$ cat src/rtl/exec_sequencer_pkg.sv
// Shared definitions for the execution sequencer: word width, opcode field, state codes.
// STP detection lives here so the top level and any future decoder agree on it.
package cpu_pkg;

  localparam int INSTR_W = 16;
  localparam int OPC_HI  = 14;
  localparam int OPC_LO  = 9;

  localparam logic [5:0] OP_STP = 6'b111111;
  localparam logic [5:0] OP_NOP = 6'b111110;

  localparam logic [2:0] ST_IDLE  = 3'd0;
  localparam logic [2:0] ST_PRIME = 3'd1;
  localparam logic [2:0] ST_LOAD  = 3'd2;
  localparam logic [2:0] ST_PAUSE = 3'd3;
  localparam logic [2:0] ST_EXEC1 = 3'd4;
  localparam logic [2:0] ST_EXEC2 = 3'd5;
  localparam logic [2:0] ST_HALT  = 3'd6;

  typedef enum logic [2:0] {
    S_IDLE  = ST_IDLE,
    S_PRIME = ST_PRIME,
    S_LOAD  = ST_LOAD,
    S_PAUSE = ST_PAUSE,
    S_EXEC1 = ST_EXEC1,
    S_EXEC2 = ST_EXEC2,
    S_HALT  = ST_HALT
  } seq_state_t;

  // Bit 15 set marks the extended opcode space, where 111111 is not STP.
  function automatic logic is_stp(input logic [INSTR_W-1:0] w);
    return (w[15] == 1'b0) && (w[OPC_HI:OPC_LO] == OP_STP);
  endfunction

endpackage

$ cat src/rtl/exec_sequencer_retire_counter.sv
// Retired-instruction counter: CNT_W-bit, wraps modulo 2^CNT_W, async active-high reset.
module retire_counter #(
  parameter int CNT_W = 16
) (
  input  logic             i_clk,
  input  logic             i_rst,
  input  logic             i_inc,
  output logic [CNT_W-1:0] o_count
);

  logic [CNT_W-1:0] r_count;

  always_ff @(posedge i_clk or posedge i_rst) begin
    if (i_rst) begin
      r_count <= '0;
    end else if (i_inc) begin
      r_count <= r_count + CNT_W'(1);
    end
  end

  assign o_count = r_count;

endmodule

$ cat src/rtl/exec_sequencer.sv
// Execution sequencer: primes RAMi, latches IR, drives EXEC1/EXEC2 strobes, stops on STP.
// Optional macro EXEC_SEQ_STEP_EN adds the STEP input for single-stepping out of PAUSE.
//
// state | meaning
// IDLE  | waiting for RUN after reset
// PRIME | one-cycle FETCH_EN for the initial RAMi read
// LOAD  | IR <= instr; continue if RUN, else PAUSE
// PAUSE | IR held, waiting for RUN (or a STEP edge)
// EXEC1 | first execute strobe; STP -> HALT, E2 -> EXEC2, else LOAD
// EXEC2 | second execute strobe, then LOAD
// HALT  | stopped until RESET
module exec_sequencer
  import cpu_pkg::*;
#(
  parameter int CNT_W = 16
) (
`ifdef EXEC_SEQ_STEP_EN
  input  logic               STEP,
`endif
  input  logic               CLK,
  input  logic               RESET,
  input  logic               RUN,
  input  logic [INSTR_W-1:0] instr,
  input  logic               E2,
  output logic               FETCH_EN,
  output logic [INSTR_W-1:0] IR,
  output logic               EXEC1,
  output logic               EXEC2,
  output logic               HALTED,
  output logic [CNT_W-1:0]   RETIRED
);

  seq_state_t         r_state;
  seq_state_t         w_state_nxt;
  logic [INSTR_W-1:0] r_ir;
  logic               r_exec1;
  logic               r_exec2;
  logic               r_fetch_en;
  logic               r_halted;
  logic               w_stp;
  logic               w_resume;
  logic               w_retire;

`ifdef EXEC_SEQ_STEP_EN
  logic r_step_q;
  logic w_step_rise;

  always_ff @(posedge CLK or posedge RESET) begin
    if (RESET) begin
      r_step_q <= 1'b0;
    end else begin
      r_step_q <= STEP;
    end
  end

  assign w_step_rise = STEP & ~r_step_q;
  assign w_resume    = RUN | w_step_rise;
`else
  assign w_resume    = RUN;
`endif

  assign w_stp = is_stp(r_ir);

  always_comb begin
    w_state_nxt = r_state;
    case (r_state)
      S_IDLE:  if (RUN) w_state_nxt = S_PRIME;
      S_PRIME: w_state_nxt = S_LOAD;
      S_LOAD:  w_state_nxt = RUN ? S_EXEC1 : S_PAUSE;
      S_PAUSE: if (w_resume) w_state_nxt = S_EXEC1;
      S_EXEC1: begin
        if (w_stp) begin
          w_state_nxt = S_HALT;
        end else if (E2) begin
          w_state_nxt = S_EXEC2;
        end else begin
          w_state_nxt = S_LOAD;
        end
      end
      S_EXEC2: w_state_nxt = S_LOAD;
      S_HALT:  w_state_nxt = S_HALT;
      default: w_state_nxt = S_IDLE;
    endcase
  end

  // An instruction retires when it leaves EXEC1 for anything but EXEC2, or leaves EXEC2.
  assign w_retire = ((r_state == S_EXEC1) && (w_state_nxt != S_EXEC2)) ||
                    (r_state == S_EXEC2);

  always_ff @(posedge CLK or posedge RESET) begin
    if (RESET) begin
      r_state    <= S_IDLE;
      r_ir       <= '0;
      r_exec1    <= 1'b0;
      r_exec2    <= 1'b0;
      r_fetch_en <= 1'b0;
      r_halted   <= 1'b0;
    end else begin
      r_state    <= w_state_nxt;
      if (r_state == S_LOAD) begin
        r_ir <= instr;
      end
      r_exec1    <= (w_state_nxt == S_EXEC1);
      r_exec2    <= (w_state_nxt == S_EXEC2);
      r_fetch_en <= (w_state_nxt == S_PRIME);
      r_halted   <= (w_state_nxt == S_HALT);
    end
  end

  retire_counter #(
    .CNT_W (CNT_W)
  ) u_retire (
    .i_clk   (CLK),
    .i_rst   (RESET),
    .i_inc   (w_retire),
    .o_count (RETIRED)
  );

  assign IR       = r_ir;
  assign EXEC1    = r_exec1;
  assign EXEC2    = r_exec2;
  assign FETCH_EN = r_fetch_en;
  assign HALTED   = r_halted;

endmodule

$ cat config.mk
export PLATFORM = sky130hd
export DESIGN_NAME = exec_sequencer
export DESIGN_NICKNAME = d
export VERILOG_FILES = /design/src/rtl/exec_sequencer_pkg.sv /design/src/rtl/exec_sequencer_retire_counter.sv /design/src/rtl/exec_sequencer.sv
export SDC_FILE = /design/constraint.sdc
export NUM_CORES = 1
export LEC_CHECK = 0
export CAP_MARGIN = 20
export CORE_MARGIN = 5
export CORE_UTILIZATION = 45
export CTS_CLUSTER_SIZE = 25
export DETAILED_ROUTE_END_ITERATION = 16
export PLACE_DENSITY = 0.8
export SYNTH_ARGS = -nofsm -noshare
export SYNTH_HDL_FRONTEND = slang
export SYNTH_SLANG_ARGS = --single-unit
$ cat constraint.sdc
create_clock -name CLK -period 2 [get_ports CLK]
set_clock_uncertainty 0.15 [all_clocks]
set_input_delay 0.3 -clock CLK [delete_from_list [all_inputs] [get_ports CLK]]
set_output_delay 0.3 -clock CLK [all_outputs]
set_load 0.05 [all_outputs]
==> results of run 1 <==
-- cell type report --
type,instances,share of cell area (%)
well taps,48,2.52
clock inverters,2,1.47
inverters,3,0.473
multi-input cells,86,28.6
clock buffers,6,3.47
repair buffers,59,22.5
flip-flops and latches,39,41.0
-- cells by family (layout without fill, tap and decap cells) --
logic type	count (synthesis)	count (layout)	synth area share, %
multiplexers	17	17	11.4
AO/OA/AOI/OAI	7	7	2.60
XOR/XNOR	15	15	7.81
adder cells (fa/ha/maj)	1	1	0.744
flip-flops	39	39	58.0
buffers and inverters	5	70	1.41
AND/OR/NAND/NOR	46	46	18.0
-- cell usage in the layout (no fill, tap or decap) --
master           instances
mux2_1                  17
nand4_2                  1
nor4b_4                  1
clkdlybuf4s50_1         37
bufinv_16                1
nor4_1                   1
nor2_1                   8
nor4b_2                  1
buf_4                   22
ha_1                     1
o21ai_1                  2
and4_1                   2
nand2b_1                 1
o21a_1                   1
inv_1                    3
nand3_1                  7
xnor2_1                  6
o2111a_1                 1
and3_1                   3
nand4_1                  3
dfrtp_1                 39
clkinv_2                 1
nor2_2                   1
o21ai_0                  2
clkbuf_8                 6
nor3_1                   4
a21oi_1                  1
and4b_1                  1
nor2b_1                  3
nand4b_4                 1
nor3b_1                  2
or3_1                    1
nand2_1                  5
xor2_1                   9
-- registers in the layout (all words and copies together), names as in the netlist --
name and count:
EXEC1 1, FETCH_EN 1, r_state 3, HALTED 1
EXEC2 1, u_retire.o_count 16, IR 16
-- layer usage --
| layer | up-vias | part of all wire [%] | global-route usage [%] |
|---|---|---|---|
| li1 | 585 | - | - |
| met1 | 586 | 44 | 19.9 |
| met2 | 38 | 50 | 26.9 |
| met3 | 2 | 5.6 | 4.26 |
| met4 | 0 | 0.78 | 4.38 |
| met5 | - | 0 | 0 |
-- stage by stage --
step | util [%] | area (um2)
finish | 65.6 | 2380
global route | 65.6 | 2380
CTS | 65.6 | 2380
detailed placement | 62.3 | 2260
global placement | 62.3 | 2260
floorplan | - | 1680
-- worst paths after layout --
| check | from | slack [ns] | to |
|---|---|---|---|
| worst max-delay path | IR[15] | 0.08 | IR[15] |
| worst min-delay path | RESET | 0.28 | IR[2] |
| worst max register to register | IR[15] | 0.22 | u_retire.o_count[15] |
| worst min register to register | u_retire.o_count[15] | 0.33 | u_retire.o_count[15] |
| max in group asynchronous | RESET | 1.08 | IR[14] |
| min in group CLK | u_retire.o_count[15] | 0.33 | u_retire.o_count[15] |
-- power by group through the flow --
stage / clock (W) / combinational [W] / sequential, W
after floorplan: 0 / 0.000488 / 0.00209
after global placement: 0 / 0.00192 / 0.00128
after detailed placement: 0 / 0.00195 / 0.00131
after CTS: 0.000680 / 0.00195 / 0.00129
after global routing: 0.000719 / 0.00205 / 0.00134
final: 0.000664 / 0.00193 / 0.00129
==> results.py, run 1 <==
metrics = {
    "timing": {
        "holdWs_ns": 0.279,
        "fin_tns_setup_ns": 0,
        "drv_slew": 0,
        "worst_slew_pin_slew_ns": 0.528,
        "period_share_pct": 96.0,
        "hold_viol_final": 0,
        "min_period_ns": 1.92,
        "fmax_mhz": 521,
        "relSlewSlack_pct": 64.7,
        "finalSetupViolations": 0,
        "rsz0062_at_grt": "false",
        "layout_setup_ws_ns": 0.0805,
    },
    "synth": {
        "synth_ff_type": "dfrtp_1",
        "ys_seq_area_share_pct": 58.0,
        "async_reset_ff_share_pct": 100,
        "yosysTopAreaCell": "dfrtp_1",
        "synthTopCellsByArea": "dfrtp_1, mux2_1, xor2_1, xnor2_1, nand3_1",
        "yosys_warnings": 0,
        "synth_top_area_share_pct": 58.0,
        "syn_inst": 130,
        "synth.most_common_cell": "dfrtp_1",
        "synth-seq-cells": 39,
        "synthDistinctLibCells": 31,
        "synth_fp_nets": 151,
        "synth_edf_count": 0,
        "synthTopCellsByCount": "dfrtp_1, mux2_1, xor2_1, nor2_1, nand3_1",
        "netlist_area_um2": 1680,
        "syn_area_per_cell_um2": 12.9,
    },
    "cts": {
        "insertion_delay_ns": 0.28,
        "ctsHoldBuffers": 0,
        "cts-root-buf": "clkbuf_8",
        "cts_sinks": 39,
        "post_cts_buffers": 0,
        "cts_tree": "done",
        "clk_pin_slew_worst_paths_ns": 0.07,
        "cts-resized-gates": 0,
        "cts.path.max_buffers": 2,
        "numCtsBuffers": 5,
        "cts_max_level": 2,
    },
    "floorplan": {
        "fp.dieW_um": 71.1,
        "start_util_pct": 46.3,
        "die_y_um": 71.1,
        "std_cell_rows": 22,
        "die-area_um2": 5060,
        "core_um2": 3630,
        "io_pins": 56,
    },
    "critical_path": {
        "reg2regPathDepth": 4,
        "critPathCaptureType": "output pin",
        "cp_slowest_cell": "clkdlybuf4s50_1",
        "critPathLaunchType": "register",
        "cp_top_family": "buffers and inverters",
        "crit_fanout": 3,
        "critical_path.cell_chain": "clkdlybuf4s50_1",
        "cp_data_arrival_time_ns": 1.47,
        "critPathKind": "register to output pin",
        "worst-path-stages": 1,
        "critPathMaxStageDelay_ns": 0.82,
        "required_ns": 1.55,
        "crit_buf_inv": 1,
    },
    "drt": {
        "drt-pass1-iter-count": 3,
        "drc": 0,
        "ant_nets": 0,
        "drt-initial-drc-count": 30,
        "routed_via_density": 4.98,
        "avgRoutedWirePerCell_um": 14.8,
        "drt_wl_total_um": 3600,
        "vias": 1211,
    },
    "global_route": {
        "grt_max_degree": 40,
        "grt_pass1_wl_um": 6450,
        "antenna_found_initial": 0,
        "grt_pass1_vias": 1330,
        "grt.total_usage_pct": 15.8,
        "grt-ovfl-total": 0,
    },
    "placement": {
        "dp.cells": 235,
        "place.gp.congestion": 0.810,
        "io_buffer_count": 55,
        "dp_worst_setup_slack_ns": 0.118,
        "hpwlAfterDp_um": 2760,
    },
    "final_layout": {
        "antennaDiodeCount": 0,
        "final_net_count": 215,
        "area_delta_synth_final_pct": 41.7,
        "multiInputGateArea_um2": 682,
        "area.sequential_um2": 976,
        "final_cells": 243,
        "layout-drive-gt1-share_pct": 17.9,
        "fillCellCount": 293,
    },
    "power_and_ir_drop": {
        "p_leak_nw": 1.06,
        "finalPower_w": 0.00388,
        "p_int_w": 0.00216,
        "combPwrFrac_pct": 49.7,
        "pwr-share-seq_pct": 33.2,
        "pwr_density_cell_nw_per_um2": 1630,
        "p_clk_share_pct": 17.1,
        "switchingPower_w": 0.00173,
        "peakVddDrop_mv": 0.829,
        "switching_share_pct": 44.4,
    },
    "outcome": {
        "status": "completed",
    },
    "job": {
        "cap_violations": 0,
    },
    "hold_path": {
        "hp-class": "primary input to async pin",
    },
}
Power figures use the tool's default switching activity.
==> run 2: changes to the inputs <==
--- a/config.mk
+++ b/config.mk
@@ -6,6 +6,7 @@
 export NUM_CORES = 1
 export LEC_CHECK = 0
 export CAP_MARGIN = 20
+export CORE_ASPECT_RATIO = 1.75
 export CORE_MARGIN = 5
 export CORE_UTILIZATION = 45
 export CTS_CLUSTER_SIZE = 25
==> results.py, run 2 (synthesized netlist as in run 1, its figures left out) <==
metrics = {
    "placement": {
        "place.gp.congestion": 0.840,
        "postPlaceCellArea_um2": 2260,
        "hpwlAfterDp_um": 2910,
        "io_buffer_count": 55,
        "dp_worst_setup_slack_ns": 0.139,
    },
    "final_layout": {
        "fillCellCount": 291,
        "layout-drive-gt1-share_pct": 16.9,
        "antennaDiodeCount": 0,
        "mostFrequentLayoutCells": "dfrtp_1, clkdlybuf4s50_1, buf_4",
        "final_cell_area_um2": 2400,
        "area_delta_synth_final_pct": 42.6,
        "final_common_cell": "dfrtp_1",
        "final_net_count": 215,
        "final_core_utilization_pct": 66.1,
    },
    "floorplan": {
        "core_um2": 3630,
        "die_y_um": 90.9,
        "io_pins": 56,
        "fp.dieW_um": 56.2,
        "std_cell_rows": 29,
        "die-area_um2": 5110,
        "start_util_pct": 46.3,
    },
    "critical_path": {
        "crit_fanout": 3,
        "required_ns": 1.55,
        "critPathLaunchType": "register",
        "crit_buf_inv": 1,
        "cp_data_arrival_time_ns": 1.49,
        "cp_top_family": "buffers and inverters",
        "cp_slowest_cell": "clkdlybuf4s50_1",
        "critPathKind": "register to output pin",
        "critical_path.cell_chain": "clkdlybuf4s50_1",
        "critPathMaxStageDelay_ns": 0.82,
        "critPathCaptureType": "output pin",
    },
    "drt": {
        "drt_wl_total_um": 3710,
        "drt-initial-drc-count": 31,
        "vias": 1225,
        "avgRoutedWirePerCell_um": 15.4,
        "routed_via_density": 5.08,
        "drt-pass1-iter-count": 4,
        "ant_nets": 0,
        "drc": 0,
    },
    "global_route": {
        "antenna_found_initial": 0,
        "grt-ovfl-total": 0,
        "grt_max_degree": 40,
        "grt_pass1_wl_um": 6500,
        "grt.total_usage_pct": 16.0,
        "grt_pass1_vias": 1335,
    },
    "timing": {
        "rsz0062_at_grt": "false",
        "relSlewSlack_pct": 65.4,
        "finalSetupViolations": 0,
        "fmax_mhz": 514,
        "drv_slew": 0,
        "period_share_pct": 97.2,
        "fin_tns_setup_ns": 0,
        "min_period_ns": 1.94,
        "worst_slew_pin_slew_ns": 0.517,
        "layout_setup_ws_ns": 0.0559,
        "hold_viol_final": 0,
    },
    "cts": {
        "clk_pin_slew_worst_paths_ns": 0.07,
        "cts.path.max_buffers": 2,
        "insertion_delay_ns": 0.29,
        "numCtsBuffers": 5,
        "cts_max_level": 2,
        "cts-root-buf": "clkbuf_8",
        "cts_sinks": 39,
        "post_cts_buffers": 0,
        "cts-resized-gates": 0,
        "ctsHoldBuffers": 0,
        "cts_tree": "done",
    },
    "power_and_ir_drop": {
        "pwr-share-seq_pct": 32.4,
        "p_clk_share_pct": 19.1,
        "switchingPower_w": 0.00173,
        "p_leak_nw": 1.07,
        "finalPower_w": 0.00398,
        "pwr_density_cell_nw_per_um2": 1660,
        "combPwrFrac_pct": 48.5,
        "peakVddDrop_mv": 1.03,
        "switching_share_pct": 43.4,
        "p_int_w": 0.00225,
    },
    "outcome": {
        "status": "completed",
    },
    "job": {
        "cap_violations": 0,
    },
    "hold_path": {
        "hp-class": "primary input to async pin",
    },
}
-- run 2: changes by cell type in the layout (fill, tap and decap cells not counted) --
cell / delta
clkbuf_1: +1
buf_4: -1
clkinv_2: -1
clkdlybuf4s50_1: +1
bufinv_16: +1
clkbuf_8: -1
-- run 2: final timing paths --
kind | from | to | slack [ns] | depth (start not counted)
hold reg to reg | u_retire.o_count[15] | u_retire.o_count[15] | 0.33 | 1
min in group CLK | u_retire.o_count[15] | u_retire.o_count[15] | 0.33 | 1
hold / removal | RESET | u_retire.o_count[13] | 0.28 | 3
setup / recovery | u_retire.o_count[14] | RETIRED[14] | 0.06 | 1
max in group asynchronous | RESET | IR[12] | 1.09 | 3
setup reg to reg | r_state[1] | u_retire.o_count[15] | 0.23 | 4
-- run 2: metal layers --
metal / vias up / global-route usage (%) / share of wire [%]
met5: - / 0 / 0
met3: 6 / 5.44 / 6.5
met1: 591 / 18.1 / 37
met4: 0 / 5.54 / 1.2
met2: 44 / 27.5 / 56
li1: 584 / - / -
-- run 2: power groups by stage --
stage | Combinational, W | Clock, W | Sequential, W
after floorplan | 0.000488 | 0 | 0.00209
after global placement | 0.00191 | 0 | 0.00128
after detailed placement | 0.00195 | 0 | 0.00131
after CTS | 0.00196 | 0.000785 | 0.00129
after global routing | 0.00204 | 0.000825 | 0.00132
final | 0.00193 | 0.000761 | 0.00129
-- run 2: cell type report --
type | instances | area (um2) | area share (%)
repair buffers | 59 | 538 | 22.4
flip-flops and latches | 39 | 976 | 40.7
multi-input cells | 86 | 682 | 28.4
well taps | 46 | 57.6 | 2.40
clock buffers | 6 | 72.6 | 3.03
clock inverters | 2 | 60.1 | 2.51
inverters | 3 | 11.3 | 0.470
-- run 2: through the flow --
step                hold WS [ns]  std cells
detailed placement         0.321        233
floorplan                  0.285        130
finish                     0.278        241
CTS                        0.289        241
global placement           0.311        233
global route               0.344        241
==> run 3: changes to the inputs <==
--- a/config.mk
+++ b/config.mk
@@ -6,7 +6,7 @@
 export NUM_CORES = 1
 export LEC_CHECK = 0
 export CAP_MARGIN = 20
-export CORE_ASPECT_RATIO = 1.75
+export CORE_ASPECT_RATIO = 1.1
 export CORE_MARGIN = 5
 export CORE_UTILIZATION = 45
 export CTS_CLUSTER_SIZE = 25
@@ -15,3 +15,4 @@
 export SYNTH_ARGS = -nofsm -noshare
 export SYNTH_HDL_FRONTEND = slang
 export SYNTH_SLANG_ARGS = --single-unit
+export TNS_END_PERCENT = 5
==> results.py, run 3 (synthesized netlist as in run 1, its figures left out) <==
metrics = {
    "outcome": {
        "status": "completed",
    },
    "timing": {
        "worst_slew_pin_slew_ns": 0.526,
        "layout_setup_ws_ns": 0.0618,
        "rsz0062_at_grt": "false",
        "finalSetupViolations": 0,
        "relSlewSlack_pct": 64.8,
        "drv_slew": 0,
        "fmax_mhz": 516,
        "fin_tns_setup_ns": 0,
        "period_share_pct": 96.9,
        "hold_viol_final": 0,
        "min_period_ns": 1.94,
    },
    "drt": {
        "vias": 1263,
        "ant_nets": 0,
        "drt-pass1-iter-count": 5,
        "drc": 0,
        "routed_via_density": 5.13,
        "avgRoutedWirePerCell_um": 14.7,
        "drt-initial-drc-count": 46,
        "drt_wl_total_um": 3630,
    },
    "cts": {
        "clk_pin_slew_worst_paths_ns": 0.07,
        "cts.path.max_buffers": 2,
        "cts-resized-gates": 0,
        "insertion_delay_ns": 0.29,
        "ctsHoldBuffers": 0,
        "cts-root-buf": "clkbuf_8",
        "cts_tree": "done",
        "cts_sinks": 39,
        "numCtsBuffers": 5,
        "cts_max_level": 2,
        "post_cts_buffers": 0,
    },
    "critical_path": {
        "critPathCaptureType": "output pin",
        "crit_buf_inv": 1,
        "cp_data_arrival_time_ns": 1.49,
        "cp_top_family": "buffers and inverters",
        "reg2reg_slack_ns": 0.25,
        "r2r-start": "IR[15]",
        "critPathMaxStageDelay_ns": 0.83,
        "critPathLaunchType": "register",
        "required_ns": 1.55,
        "cp_slowest_cell": "clkdlybuf4s50_1",
        "crit_fanout": 2,
        "critPathKind": "register to output pin",
        "worstReg2RegEnd": "u_retire.o_count[15]",
        "critical_path.cell_chain": "clkdlybuf4s50_1",
        "reg2regPathDepth": 4,
    },
    "floorplan": {
        "die_y_um": 74.1,
        "io_pins": 56,
        "std_cell_rows": 23,
        "core_um2": 3630,
        "die-area_um2": 5060,
        "fp.dieW_um": 68.3,
        "start_util_pct": 46.4,
    },
    "final_layout": {
        "layout-drive-gt1-share_pct": 18.4,
        "mostFrequentLayoutCells": "dfrtp_1, clkdlybuf4s50_1, buf_4",
        "antennaDiodeCount": 0,
        "area_delta_synth_final_pct": 42.3,
        "final_core_utilization_pct": 66.0,
        "final_common_cell": "dfrtp_1",
        "final_net_count": 216,
        "final_cell_area_um2": 2390,
    },
    "global_route": {
        "grt_max_degree": 40,
        "grt-ovfl-total": 0,
        "grt_pass1_wl_um": 5990,
        "grt_pass1_vias": 1298,
        "grt.total_usage_pct": 15.9,
        "antenna_found_initial": 0,
    },
    "power_and_ir_drop": {
        "pwr_density_cell_nw_per_um2": 1630,
        "p_leak_nw": 1.07,
        "peakVddDrop_mv": 1.03,
        "finalPower_w": 0.00390,
    },
    "placement": {
        "io_buffer_count": 55,
        "postPlaceCellArea_um2": 2270,
        "hpwlAfterDp_um": 2780,
        "place.gp.congestion": 0.831,
        "dp_worst_setup_slack_ns": 0.143,
    },
    "job": {
        "cap_violations": 0,
    },
    "hold_path": {
        "hp-class": "primary input to async pin",
    },
}
## run 3: cell count changes in the layout (fill, tap and decap cells not counted)
cell             delta
clkbuf_1            -1
clkinv_2            +1
buf_4               +2
clkbuf_8            +1
clkdlybuf4s50_1     -1
bufinv_16           -1
## run 3: worst min-delay path, delay by kind of cell
family                 cells  cell delay (ns)
buffers and inverters      3             0.85
## run 3: final cells by class
cell class	instances	area (um2)
clock inverters	2	35.0
clock buffers	6	82.6
flip-flops and latches	39	976
multi-input cells	86	682
well taps	50	62.6
repair buffers	60	543
fillers	285	1230
inverters	3	11.3
## run 3: how the worst max path moves through the flow
stage	end	startpoint	cells after the start
finish	RETIRED[15]	u_retire.o_count[15]	1
global route	RETIRED[15]	u_retire.o_count[15]	1
CTS	IR[10]	IR[10]	1
detailed placement	u_retire.o_count[14]	E2	4
global placement	u_retire.o_count[9]	E2	4
floorplan	u_retire.o_count[13]	IR[10]	5
## run 3: per-layer routing
layer / part of all wire [%] / vias up / GRT usage, %
met5: 0 / - / 0
met4: 1.5 / 0 / 6.18
met3: 9.1 / 10 / 5.14
met2: 51 / 59 / 27.2
met1: 38 / 610 / 18.4
li1: - / 584 / -
## run 3: stage by stage
stage                     instances  hold slack (ns)
after floorplan                 130            0.285
after global placement          238            0.304
after detailed placement        238            0.311
after CTS                       246            0.283
after global routing            246            0.319
final                           246            0.271
## run 3: power by group
part / internal [W] / total, W / switching [W]
Sequential: 0.00106 / 0.00129 / 0.000229
Combinational: 0.000713 / 0.00195 / 0.00124
Clock: 0.000403 / 0.000667 / 0.000264
